File: config.mk
export PLATFORM = sky130hd
export DESIGN_NAME = i2c_config_sequencer
export DESIGN_NICKNAME = d
export VERILOG_FILES = /design/src/rtl/i2c_cfg_pkg.sv /design/src/rtl/i2c_config_rom.sv /design/src/rtl/i2c_config_sequencer.sv
export SDC_FILE = /design/constraint.sdc
export NUM_CORES = 1
export LEC_CHECK = 0
export ABC_AREA = 1
export CAP_MARGIN = 10
export CORE_MARGIN = 3
export CORE_UTILIZATION = 44
export CTS_BUF_LIST = sky130_fd_sc_hd__clkbuf_4 sky130_fd_sc_hd__clkbuf_8 sky130_fd_sc_hd__clkbuf_16
export CTS_CLUSTER_DIAMETER = 100
export DETAILED_ROUTE_END_ITERATION = 12
export SYNTH_ARGS = -nofsm -noshare
export SYNTH_HDL_FRONTEND = slang
export SYNTH_SLANG_ARGS = --single-unit
File: constraint.sdc
create_clock -name CLOCK -period 2.4 [get_ports CLOCK]
set_clock_uncertainty 0.2 [all_clocks]
set_input_delay 0.48 -clock CLOCK [delete_from_list [all_inputs] [get_ports CLOCK]]
set_output_delay 0.48 -clock CLOCK [all_outputs]
set_load 0.02 [all_outputs]
File: src/rtl/i2c_cfg_pkg.sv
// ---------------------------------------------------------------------------
// i2c_cfg_pkg
// Shared definitions for the I2C configuration sequencer:
//   - cfg_state_t : sequencer FSM states
//   - I2C_WORD_W  : width of one table word {slave addr, reg, data}
//   - div_ratio() : CLOCK cycles per half period of the controller clock
// ---------------------------------------------------------------------------
package i2c_cfg_pkg;

    localparam int I2C_WORD_W = 24;

    typedef enum logic [2:0] {
        ST_POWERUP,
        ST_LOAD,
        ST_START,
        ST_WAIT_BUSY,
        ST_WAIT_END,
        ST_CHECK,
        ST_DONE
    } cfg_state_t;

    // Half-period divide ratio; never below 1 so the divider always runs.
    function automatic int div_ratio(input int clk_freq, input int ctrl_freq);
        int d;
        d = clk_freq / (2 * ctrl_freq);
        if (d < 1) d = 1;
        return d;
    endfunction

endpackage

File: src/rtl/i2c_config_rom.sv
// ---------------------------------------------------------------------------
// i2c_config_rom
// Combinational register-write table for the board's I2C slave (here an
// HDMI transmitter at write address 0x72). Each word is {addr, reg, data}.
// Ports:
//   index : table entry to read
//   word  : 24-bit register-write word; 0 for index >= LUT_SIZE
// ---------------------------------------------------------------------------
module i2c_config_rom
    import i2c_cfg_pkg::*;
#(
    parameter int LUT_SIZE = 31,
    parameter int IDX_W    = $clog2(LUT_SIZE + 1)
) (
    input  logic [IDX_W-1:0]      index,
    output logic [I2C_WORD_W-1:0] word
);

    int idx_i;

    always_comb begin
        word  = '0;
        idx_i = int'(index);
        if (idx_i < LUT_SIZE) begin
            case (idx_i)
                0:  word = 24'h72_41_10;
                1:  word = 24'h72_98_03;
                2:  word = 24'h72_9A_E0;
                3:  word = 24'h72_9C_30;
                4:  word = 24'h72_9D_61;
                5:  word = 24'h72_A2_A4;
                6:  word = 24'h72_A3_A4;
                7:  word = 24'h72_E0_D0;
                8:  word = 24'h72_F9_00;
                9:  word = 24'h72_15_00;
                10: word = 24'h72_16_30;
                11: word = 24'h72_17_02;
                12: word = 24'h72_18_46;
                13: word = 24'h72_AF_06;
                14: word = 24'h72_40_80;
                15: word = 24'h72_4C_04;
                16: word = 24'h72_D6_C0;
                17: word = 24'h72_55_10;
                18: word = 24'h72_56_08;
                19: word = 24'h72_96_F6;
                20: word = 24'h72_73_07;
                21: word = 24'h72_76_1F;
                22: word = 24'h72_3B_80;
                23: word = 24'h72_BA_60;
                24: word = 24'h72_D0_3C;
                25: word = 24'h72_94_C0;
                26: word = 24'h72_E4_60;
                27: word = 24'h72_FA_7D;
                28: word = 24'h72_3C_10;
                29: word = 24'h72_01_00;
                30: word = 24'h72_0A_41;
                default: word = '0;
            endcase
        end
    end

endmodule

File: src/rtl/i2c_config_sequencer.sv
// ---------------------------------------------------------------------------
// i2c_config_sequencer
// Walks the register-write table after power-up and hands each word to the
// I2C write controller with a GO/END/ACK handshake. Also generates the
// controller clock and retries or flags transfers the slave did not ACK.
// Optional feature macro: I2C_CFG_RETRY_EN (retry up to MAX_RETRY extra
// attempts per entry; when undefined, any failure just sets CFG_ERROR).
// Ports:
//   CLOCK, RESET_N  : system clock, asynchronous active-low reset
//   REINIT          : single-cycle pulse, restart the table from entry 0
//   I2C_CTRL_CLK    : 50% duty divided clock for the controller
//   I2C_GO, I2C_DATA: transfer request and {addr, reg, data} word
//   I2C_END, I2C_ACK: controller end flag (low while busy) and NACK flag
//   CFG_INDEX       : current table entry
//   CFG_DONE        : all entries processed
//   CFG_ERROR       : sticky, some entry failed after all attempts
// ---------------------------------------------------------------------------
module i2c_config_sequencer
    import i2c_cfg_pkg::*;
#(
    parameter int  CLK_FREQ      = 50_000_000,
    parameter int  I2C_CTRL_FREQ = 20_000,
    parameter int  LUT_SIZE      = 31,
    parameter int  POWERUP_TICKS = 1000,
    parameter int  BUSY_TIMEOUT  = 256,
    parameter int  MAX_RETRY     = 3,
    localparam int IDX_W         = $clog2(LUT_SIZE + 1)
) (
    input  logic                  CLOCK,
    input  logic                  RESET_N,
    input  logic                  REINIT,
    output logic                  I2C_CTRL_CLK,
    output logic                  I2C_GO,
    output logic [I2C_WORD_W-1:0] I2C_DATA,
    input  logic                  I2C_END,
    input  logic                  I2C_ACK,
    output logic [IDX_W-1:0]      CFG_INDEX,
    output logic                  CFG_DONE,
    output logic                  CFG_ERROR
);

    localparam int DIV   = div_ratio(CLK_FREQ, I2C_CTRL_FREQ);
    localparam int DIV_W = (DIV > 1) ? $clog2(DIV) : 1;
    localparam logic [DIV_W-1:0] DIV_LAST = DIV_W'(DIV - 1);

    localparam int PU_TICKS = (POWERUP_TICKS < 1) ? 1 : POWERUP_TICKS;
    localparam int PU_W     = $clog2(PU_TICKS + 1);
    localparam logic [PU_W-1:0] PU_LAST = PU_W'(PU_TICKS - 1);

    localparam int BT_TICKS = (BUSY_TIMEOUT < 1) ? 1 : BUSY_TIMEOUT;
    localparam int TO_W     = $clog2(BT_TICKS + 1);
    localparam logic [TO_W-1:0] TO_LAST = TO_W'(BT_TICKS - 1);

    localparam logic [IDX_W-1:0] IDX_END = IDX_W'(LUT_SIZE);

    cfg_state_t            state;
    logic [DIV_W-1:0]      div_cnt;
    logic [PU_W-1:0]       pu_cnt;
    logic [TO_W-1:0]       to_cnt;
    logic                  timed_out;
    logic                  reinit_q;
    logic                  reinit_pend;
    logic                  reinit_take;
    logic                  tick;
    logic                  xfer_fail;
    logic                  retry_left;
    logic [I2C_WORD_W-1:0] rom_word;

    i2c_config_rom #(
        .LUT_SIZE (LUT_SIZE),
        .IDX_W    (IDX_W)
    ) u_rom (
        .index (CFG_INDEX),
        .word  (rom_word)
    );

`ifdef I2C_CFG_RETRY_EN
    localparam int RT_MAX = (MAX_RETRY < 0) ? 0 : MAX_RETRY;
    localparam int RT_W   = (RT_MAX > 0) ? $clog2(RT_MAX + 1) : 1;
    localparam logic [RT_W-1:0] RT_LIMIT = RT_W'(RT_MAX);

    logic [RT_W-1:0] retry_cnt;
    assign retry_left = (retry_cnt < RT_LIMIT);
`else
    // Without the retry counter the attempt limit has no effect.
    logic unused_max_retry;
    assign unused_max_retry = ^MAX_RETRY;
    assign retry_left       = 1'b0;
`endif

    // tick marks the CLOCK cycle whose edge raises I2C_CTRL_CLK.
    assign tick = (div_cnt == DIV_LAST) && !I2C_CTRL_CLK;

    // A REINIT pulse may arrive at any time; it is only honoured between
    // transfers so a started transfer always runs to completion.
    assign reinit_pend = reinit_q | REINIT;
    assign reinit_take = tick && reinit_pend && ((state == ST_LOAD) || (state == ST_DONE));

    // A busy timeout counts as a failure regardless of the stale ACK flag.
    assign xfer_fail = timed_out | I2C_ACK;

    always_ff @(posedge CLOCK or negedge RESET_N) begin
        if (!RESET_N) begin
            div_cnt      <= '0;
            I2C_CTRL_CLK <= 1'b0;
        end else if (div_cnt == DIV_LAST) begin
            div_cnt      <= '0;
            I2C_CTRL_CLK <= ~I2C_CTRL_CLK;
        end else begin
            div_cnt      <= div_cnt + 1'b1;
        end
    end

    always_ff @(posedge CLOCK or negedge RESET_N) begin
        if (!RESET_N) begin
            state     <= ST_POWERUP;
            pu_cnt    <= '0;
            to_cnt    <= '0;
            timed_out <= 1'b0;
            reinit_q  <= 1'b0;
            I2C_GO    <= 1'b0;
            I2C_DATA  <= '0;
            CFG_INDEX <= '0;
            CFG_DONE  <= 1'b0;
            CFG_ERROR <= 1'b0;
`ifdef I2C_CFG_RETRY_EN
            retry_cnt <= '0;
`endif
        end else begin
            reinit_q <= reinit_take ? 1'b0 : reinit_pend;
            if (reinit_take) begin
                I2C_GO    <= 1'b0;
                CFG_INDEX <= '0;
                CFG_DONE  <= 1'b0;
                CFG_ERROR <= 1'b0;
`ifdef I2C_CFG_RETRY_EN
                retry_cnt <= '0;
`endif
                state     <= ST_LOAD;
            end else if (tick) begin
                case (state)
                    ST_POWERUP: begin
                        if (pu_cnt == PU_LAST) begin
                            pu_cnt <= '0;
                            state  <= ST_LOAD;
                        end else begin
                            pu_cnt <= pu_cnt + 1'b1;
                        end
                    end
                    ST_LOAD: begin
                        if (CFG_INDEX == IDX_END) begin
                            CFG_DONE <= 1'b1;
                            state    <= ST_DONE;
                        end else begin
                            I2C_DATA <= rom_word;
                            state    <= ST_START;
                        end
                    end
                    ST_START: begin
                        I2C_GO    <= 1'b1;
                        to_cnt    <= '0;
                        timed_out <= 1'b0;
                        state     <= ST_WAIT_BUSY;
                    end
                    ST_WAIT_BUSY: begin
                        if (!I2C_END) begin
                            state <= ST_WAIT_END;
                        end else if (to_cnt == TO_LAST) begin
                            timed_out <= 1'b1;
                            state     <= ST_CHECK;
                        end else begin
                            to_cnt <= to_cnt + 1'b1;
                        end
                    end
                    ST_WAIT_END: begin
                        if (I2C_END) state <= ST_CHECK;
                    end
                    ST_CHECK: begin
                        // GO low for this tick gives the controller a fresh
                        // rising edge if the entry is retried.
                        I2C_GO <= 1'b0;
                        if (xfer_fail && retry_left) begin
`ifdef I2C_CFG_RETRY_EN
                            retry_cnt <= retry_cnt + 1'b1;
`endif
                            state <= ST_START;
                        end else begin
                            if (xfer_fail) CFG_ERROR <= 1'b1;
`ifdef I2C_CFG_RETRY_EN
                            retry_cnt <= '0;
`endif
                            CFG_INDEX <= CFG_INDEX + 1'b1;
                            state     <= ST_LOAD;
                        end
                    end
                    ST_DONE: begin
                        I2C_GO   <= 1'b0;
                        CFG_DONE <= 1'b1;
                    end
                    default: state <= ST_POWERUP;
                endcase
            end
        end
    end

endmodule

## Yosys cells after proc, flatten, opt, wreduce, memory -nomap -nowiden

Memory sizes are Yosys's and may differ from the RTL's. A register that Yosys moved wholly into a read port is not among the register bits.
Cells that the tools add are included.

| word-level totals | value |
|---|---|
| bits in read-only memories | 640 |
| flip-flop bits (word level) | 68 |
| bits of input ports | 5 |
| memories kept | 1 |

| operators by class | value |
|---|---|
| reduce and logical (&&, ||, !) cells | 23 |
| add/subtract/negate cells | 4 |
| bitwise gates (word level) | 5 |
| muxes and demuxes | 32 |
| eq/ne operators | 18 |
| magnitude comparators | 1 |

Memory list:

| name | depth | bits a word | rd ports | clocked after Yosys merged registers in | wr ports | line | text |
|---|---|---|---|---|---|---|---|
| (name not given) | 32 | 20 | 1 | 1 | 0 | i2c_config_rom.sv:25 | `case (idx_i)` |

Operator list:

| kind | number |
|---|---|
| $mux W24 | 1 |
| $mux W3 | 7 |
| $pmux W3 S7 | 1 |
| $mux W9 | 2 |
| $pmux W9 S2 | 1 |
| $mux W5 | 3 |
| $reduce_and A5 Y1 | 3 |
| $mux W1 | 12 |
| $add A11 B1 Y11 const B | 1 |
| $eq A11 B11 Y1 const B | 1 |
| $mux W11 | 1 |
| $add A10 B1 Y10 const B | 1 |
| $eq A10 B10 Y1 const B | 1 |
| $mux W10 | 1 |
| $add A9 B1 Y9 const B | 1 |
| $eq A3 B3 Y1 const B | 3 |
| $eq A9 B8 Y1 const B | 1 |
| $reduce_and A3 Y1 | 3 |
| $ne A2 B2 Y1 const B | 4 |
| $reduce_bool A2 Y1 | 4 |
| $eq A3 B2 Y1 const B | 2 |
| $ne A3 B3 Y1 const B | 2 |
| $pmux W1 S2 | 3 |
| $reduce_bool A3 Y1 | 2 |
| other kinds (15) | 22 |

## Depth between registers and ports, before layout

Gate-level depths: netlist of run 1.

| depth | value |
|---|---|
| depth after elaboration | 6 |
| gate-level depth with buffers | 12 |

## Hierarchy

A second synthesis of run 1 with hierarchy kept.

| second synthesis, totals | value |
|---|---|
| cells, all modules | 644 |
| area total of the unflattened synthesis | 4503.1 sq um |

Modules (own cells, without submodules):

| module | area each (sq um) | seq. area each (sq um) | cells each | times used |
|---|---|---|---|---|
| i2c_config_sequencer | 3619.7 | 1701.6 | 467 | 1 |
| i2c_config_rom | 883.3 | 0.0 | 177 | 1 |

## Worst setup path before layout of run 1

No wires, ideal clock.

| timing | value |
|---|---|
| kind | flip-flop to flip-flop |
| start | register CFG_INDEX[1] |
| end | register I2C_DATA[0] |
| required time | 2081 ps |
| path slack | 276 ps |
| arrival | 1806 ps |
| stages on the path, launching flop included | 9 |
| path through | dfrtp_1 > ha_1 > inv_1 > nor2_1 > ha_1 > nor2_1 > nand3_4 > buf_2 > o21a_1 |

| between the ends | value |
|---|---|
| longest elaborated chain between the ends | 3 |

Ends and longest elaborated chain:

| element | line | text |
|---|---|---|
| from (decl) | i2c_config_sequencer.sv:37 | `output logic [IDX_W-1:0] CFG_INDEX,` |
| from (signal assigned) | i2c_config_sequencer.sv:192 | `CFG_INDEX <= CFG_INDEX + 1'b1;` |
| $eq A5 B5 Y1 | i2c_config_sequencer.sv:151 | `if (CFG_INDEX == IDX_END) begin` |
| $not A1 Y1 (no line) | - |  |
| $reduce_and A4 Y1 (no line) | - |  |
| to (decl) | i2c_config_sequencer.sv:34 | `output logic [I2C_WORD_W-1:0] I2C_DATA,` |

Parallel ways exist; a longest one is shown, timed or not.
A chain may end at the register's enable or synchronous reset.

## Worst setup path after layout of run 1

| timing | value |
|---|---|
| start | register CFG_INDEX[3] |
| end | output CFG_INDEX[3] |

No word-level cell between the ends.

==> flow_summary.json, run 1 <==
{
  "slew_violations": 0,
  "wl_met3_microns": 435,
  "synth_seq_area_share_pct": 39.5,
  "n_antenna_cell": 0,
  "dr.pass1.iters": 4,
  "die_y_microns": 99.7,
  "cts_buffer_depth": 2,
  "cp_top_family": "buffers and inverters",
  "hold_class": "register to register",
  "slew_headroom_pct": 66.3,
  "grt_pass1_vias": 3186,
  "syn-instance-count": 533,
  "ir_drop_mv": 0.359,
  "p_per_area_nw_per_um2": 438,
  "worstPathRequired_ns": 1.72,
  "synth-edff-count": 0,
  "n_fill_cell": 834,
  "finalCritPeriodShare_pct": 93.3,
  "hpwlAfterDp_microns": 6380,
  "die-area_sq_um": 9940,
  "path_class": "register to output pin",
  "critPathMaxFanout": 18,
  "port_buffers": 33,
  "clkSinkCount": 61,
  "max_freq_mhz": 447,
  "period_needed_ns": 2.24,
  "syn_area_per_cell_sq_um": 7.25,
  "drt-met1-wl_microns": 4510,
  "htreeDepth": 3,
  "hold_violations": 0,
  "cts_tree": "done",
  "crit_slowest_cell": "clkdlybuf4s50_1",
  "endpoint_kind": "output pin",
  "vias_per_cell": 5.11,
  "dpl.cell_count": 666,
  "synth_area_sq_um": 3860,
  "final_common_cell": "nand2_1",
  "ys_seq_elements": 61,
  "fp.dieW_microns": 99.7,
  "grt_pass1_wl_microns": 15300,
  "first_iter_violations": 148,
  "stdcell_count": 689,
  "cts-root-buf": "clkbuf_8",
  "multi_input_area_sq_um": 2010,
  "dr_wl_met2_microns": 4120,
  "power.leakage_nw": 2.22,
  "ff_latch_area_sq_um": 1530,
  "crit_path_start_kind": "register",
  "final_net_count": 598,
  "ff2ff_setup_slack_ns": 0.18,
  "hold_ws_ns": 0.291,
  "async_reset_ff_share_pct": 100,
  "setup_viol": 0,
  "area_delta_synth_final_pct": 18.9,
  "grt_start_max_net_pins": 62,
  "final_cell_mix": "nand2_1 (147), inv_1 (61), dfrtp_1 (60)",
  "clkTransAtPathRegs_ns": 0.07,
  "top_layer": "met4",
  "critPathMaxStageDelay_ns": 0.64,
  "fp.coreArea_sq_um": 8380,
  "yosys_warnings": 0,
  "synthFlopType": "dfrtp_1",
  "grt-ovfl-total": 0,
  "start_util_pct": 46.1,
  "clk_latency_ns": 0.34,
  "drc": 0,
  "numCtsBuffers": 9,
  "post_drt_wl_per_cell_microns": 13.3,
  "track_usage_pct": 19.1,
  "rows": 33,
  "postRouteWirelength_microns": 9200,
  "cp.arrival_ns": 1.56,
  "path_buf_inv": 2,
  "maxCapViolCount": 0,
  "path_cells": "buf_4, clkdlybuf4s50_1",
  "yosysUniqueCellTypes": 34,
  "ios": 38,
  "tightestPinTransition_ns": 0.505,
  "vias": 3523,
  "ant_nets": 0,
  "antenna_found_initial": 0,
  "drive_above_1_share_pct": 9.25,
  "routabilityCongestion": 0.942,
  "status": "complete, no violations"
}
==> flip-flops by register name, summed over array words and instances, names as in the netlist, 3 cells and up <==
| register | cells |
|---|---|
| div_cnt | 11 |
| I2C_DATA | 17 |
| CFG_INDEX | 5 |
| pu_cnt | 10 |
| state | 3 |
| to_cnt | 9 |
==> worst register-to-register path, delay by kind of cell, from the launching register on <==
family	cells	cell delay [ns]
buffers and inverters	1	0.13
DFF	1	0.38
and+or+nand+nor	5	0.96
adders and majority gates	2	0.45
==> per-layer routing <==
layer / GRT usage, % / vias up
li1: - / 1821
met5: 0 / -
met1: 27.0 / 1597
met3: 3.30 / 13
met2: 29.1 / 92
met4: 7.25 / 0
==> cells in the mapped netlist (7+ instances only) <==
master,count,area [sq um]
nand2_1,147,552
dfrtp_1,61,1530
inv_1,61,229
nor2_1,46,173
o21ai_0,46,230
nand3_1,39,195
a21oi_1,15,75.1
ha_1,14,175
o21ai_1,13,65.1
xor2_1,13,114
buf_2,11,55.1
nand4_1,10,62.6
buf_4,7,52.6
nor3_1,7,35.0
==> metrics by stage <==
| step | area [sq um] | total power, mW | setup WS (ns) | utilization (%) | TNS, ns |
|---|---|---|---|---|---|
| detailed placement | 4330 | 1.09 | 0.169 | 51.6 | 0 |
| global route | 4590 | 2.11 | -0.0000420 | 54.8 | -0.0000420 |
| global placement | 4330 | 1.09 | 0.247 | 51.6 | 0 |
| CTS | 4530 | 2.05 | 0.145 | 54.1 | 0 |
| floorplan | 3870 | 1.06 | 0.276 | - | 0 |
| finish | 4590 | 2.01 | 0.161 | 54.8 | 0 |
==> layout make-up <==
class                   instances  area share, %
inverters                      62           5.07
flip-flops and latches         61           33.3
repair buffers                 53           10.7
clock buffers                  11           3.03
well taps                     105           2.86
multi-input cells             392           43.8
clock inverters                 5           1.31
==> logic make-up after synthesis <==
kind of cell	after synthesis	synth area share (%)
xor+xnor	15	3.40
fa+ha+maj	14	4.54
compound gates	87	12.0
simple gates	271	31.3
buf+inv	84	9.20
other cells	1	0.0971
flops	61	39.5
==> repair_timing <==
item	in CTS	in global routing
endpoints found under the setup margin	0	8
setup buffers	0	5
hold buffers	1	0
endpoints found under the hold margin	61	0
resized for setup	0	3
==> where the power goes <==
| part | total, mW | switching, mW | internal (mW) | leakage, nW |
|---|---|---|---|---|
| logic | 0.0409 | 0.0296 | 0.0113 | 1.32 |
| registers | 1.03 | 0.000383 | 1.03 | 0.798 |
| clock network | 0.942 | 0.435 | 0.507 | 0.101 |
| total | 2.01 | 0.465 | 1.55 | 2.22 |
==> final timing paths <==
check	startpoint	to	cells after the start
hold reg to reg	I2C_DATA[7]$_DFFE_PN0P_	I2C_DATA[7]$_DFFE_PN0P_	2
hold / removal	I2C_DATA[7]$_DFFE_PN0P_	I2C_DATA[7]$_DFFE_PN0P_	2
min in group asynchronous	RESET_N	pu_cnt[0]$_DFFE_PN0P_	3
setup / recovery	CFG_INDEX[3]$_DFFE_PN0P_	CFG_INDEX[3]	2
setup reg to reg	CFG_INDEX[0]$_DFFE_PN0P_	I2C_DATA[9]$_DFFE_PN0P_	8
max in group asynchronous	RESET_N	to_cnt[0]$_DFFE_PN0P_	3
Note: power is estimated with default switching activity, not from simulation.
==> run 2, diff against run 1 <==
--- a/config.mk
+++ b/config.mk
@@ -8,7 +8,7 @@
 export ABC_AREA = 1
 export CAP_MARGIN = 10
 export CORE_MARGIN = 3
-export CORE_UTILIZATION = 44
+export CORE_UTILIZATION = 40
 export CTS_BUF_LIST = sky130_fd_sc_hd__clkbuf_4 sky130_fd_sc_hd__clkbuf_8 sky130_fd_sc_hd__clkbuf_16
 export CTS_CLUSTER_DIAMETER = 100
 export DETAILED_ROUTE_END_ITERATION = 12
==> run 2 against run 1 <==
First-iteration DRC count shrank 14%. Highest routed layer unchanged. Worst hold slack got worse by 0.012 ns. Global-route usage is 2.4 points lower. Wire length down 3.9%. Clock-buffer cell count rose by 1. Via count increased by 0.17%. Register-to-register slack improved by 0.05 ns. Total power fell by 5.2%.
==> flow_summary.json, run 2 (same netlist as run 1, synthesis figures left out) <==
{
  "path_class": "register to output pin",
  "path_cells": "clkdlybuf4s50_1",
  "final_net_count": 597,
  "antenna_found_initial": 0,
  "ff2ff_setup_slack_ns": 0.23,
  "cp.arrival_ns": 1.63,
  "max_freq_mhz": 433,
  "worstPathRequired_ns": 1.72,
  "finalCritPeriodShare_pct": 96.2,
  "port_buffers": 33,
  "track_usage_pct": 16.7,
  "start_util_pct": 41.4,
  "critPathMaxFanout": 13,
  "cts_buffer_depth": 2,
  "grt_pass1_wl_microns": 15100,
  "vias": 3529,
  "hold_violations": 0,
  "first_iter_violations": 128,
  "slew_headroom_pct": 63.5,
  "ir_drop_mv": 0.266,
  "n_fill_cell": 948,
  "cp_top_family": "buffers and inverters",
  "n_antenna_cell": 0,
  "drc": 0,
  "ios": 38,
  "multi_input_area_sq_um": 2000,
  "critPathMaxStageDelay_ns": 0.69,
  "hpwlAfterDp_microns": 6470,
  "setup_viol": 0,
  "hold_class": "register to register",
  "status": "complete, no violations",
  "rsz0062_at_grt": "false",
  "fin_setup_tns_ns": 0,
  "tightestPinTransition_ns": 0.545,
  "grt_start_max_net_pins": 43,
  "endpoint_kind": "output pin",
  "numCtsBuffers": 9,
  "cp.depth": 1,
  "post_drt_wl_per_cell_microns": 12.4,
  "clk_latency_ns": 0.33,
  "grt-ovfl-total": 0,
  "maxCapViolCount": 0,
  "final_cell_mix": "nand2_1 (147), dfrtp_1 (61), inv_1 (61)",
  "clkSinkCount": 61,
  "clkTransAtPathRegs_ns": 0.07,
  "drive_above_1_share_pct": 8.92,
  "path_buf_inv": 1,
  "crit_slowest_cell": "clkdlybuf4s50_1",
  "routabilityCongestion": 0.914,
  "postRouteWirelength_microns": 8840,
  "cts-root-buf": "clkbuf_8",
  "p_per_area_nw_per_um2": 415,
  "rows": 35,
  "grt_pass1_vias": 3282,
  "crit_path_start_kind": "register",
  "reg_top3": "I2C_DATA: 17 flops, div_cnt: 11 flops, pu_cnt: 10 flops",
  "die-area_sq_um": 10900,
  "fp.dieW_microns": 104,
  "power.leakage_nw": 2.22,
  "dr.pass1.iters": 5,
  "hold_path_depth": 2,
  "reg2reg_depth": 11,
  "vias_per_cell": 4.96,
  "ant_nets": 0,
  "area_delta_synth_final_pct": 18.9,
  "p_total_mw": 1.91,
  "top_register": "I2C_DATA",
  "die_y_microns": 104,
  "htreeDepth": 3,
  "period_needed_ns": 2.31,
  "slew_violations": 0,
  "ff_latch_area_sq_um": 1530,
  "cts_tree": "done",
  "largest_reg_flops": 17,
  "final_common_cell": "nand2_1",
  "fp.coreArea_sq_um": 9330
}
run 2: through the flow:
stage	std cells	cell area [sq um]	worst slack, ns	utilization, %	hold slack, ns
2_1_floorplan	536	3870	0.276	-	-0.0156
3_3_place_gp	691	4360	0.288	46.8	0.266
3_5_place_dp	691	4360	0.177	46.8	0.273
4_1_cts	708	4550	0.0771	48.8	0.291
5_1_grt	712	4590	0.0125	49.2	0.322
6_report	712	4590	0.0918	49.2	0.279
run 2: power by group:
group          leakage [nW]  internal, mW  switching (mW)  total, mW
clock network        0.0956         0.437           0.400      0.837
logic                  1.32        0.0112          0.0306     0.0418
registers             0.799          1.03        0.000485       1.03
total                  2.22          1.48           0.431       1.91
run 2: metal layers:
layer | routed length [microns] | part of all wire, % | GRT usage, % | vias to the layer above
met5 | 0 | 0 | 0 | -
met4 | 168 | 1.9 | 7.69 | 0
met3 | 409 | 4.6 | 2.79 | 15
met2 | 4120 | 47 | 27.1 | 95
met1 | 4140 | 47 | 21.8 | 1622
li1 | - | - | - | 1797
run 2: worst paths after layout:
check / from / to
max: CFG_INDEX[4]$_DFFE_PN0P_ / CFG_INDEX[4]
max reg2reg: to_cnt[0]$_DFFE_PN0P_ / to_cnt[4]$_DFFE_PN0P_
min reg2reg: CFG_DONE$_DFFE_PN0P_ / CFG_DONE$_DFFE_PN0P_
min: CFG_DONE$_DFFE_PN0P_ / CFG_DONE$_DFFE_PN0P_
min in group asynchronous: RESET_N / pu_cnt[7]$_DFFE_PN0P_
max in group asynchronous: RESET_N / to_cnt[2]$_DFFE_PN0P_
run 2: cell type report:
| type | instances | share of cell area, % |
|---|---|---|
| multi-input cells | 391 | 43.6 |
| flip-flops and latches | 61 | 33.2 |
| repair buffers | 53 | 10.7 |
| inverters | 62 | 5.07 |
| well taps | 129 | 3.51 |
| clock buffers | 12 | 3.46 |
| clock inverters | 4 | 0.490 |
run 2: repair_timing:
item	in CTS	in global routing
setup buffers	0	4
hold endpoints to repair	19	0
hold buffers	1	0
gates resized for setup	0	2
setup endpoints to repair	0	6
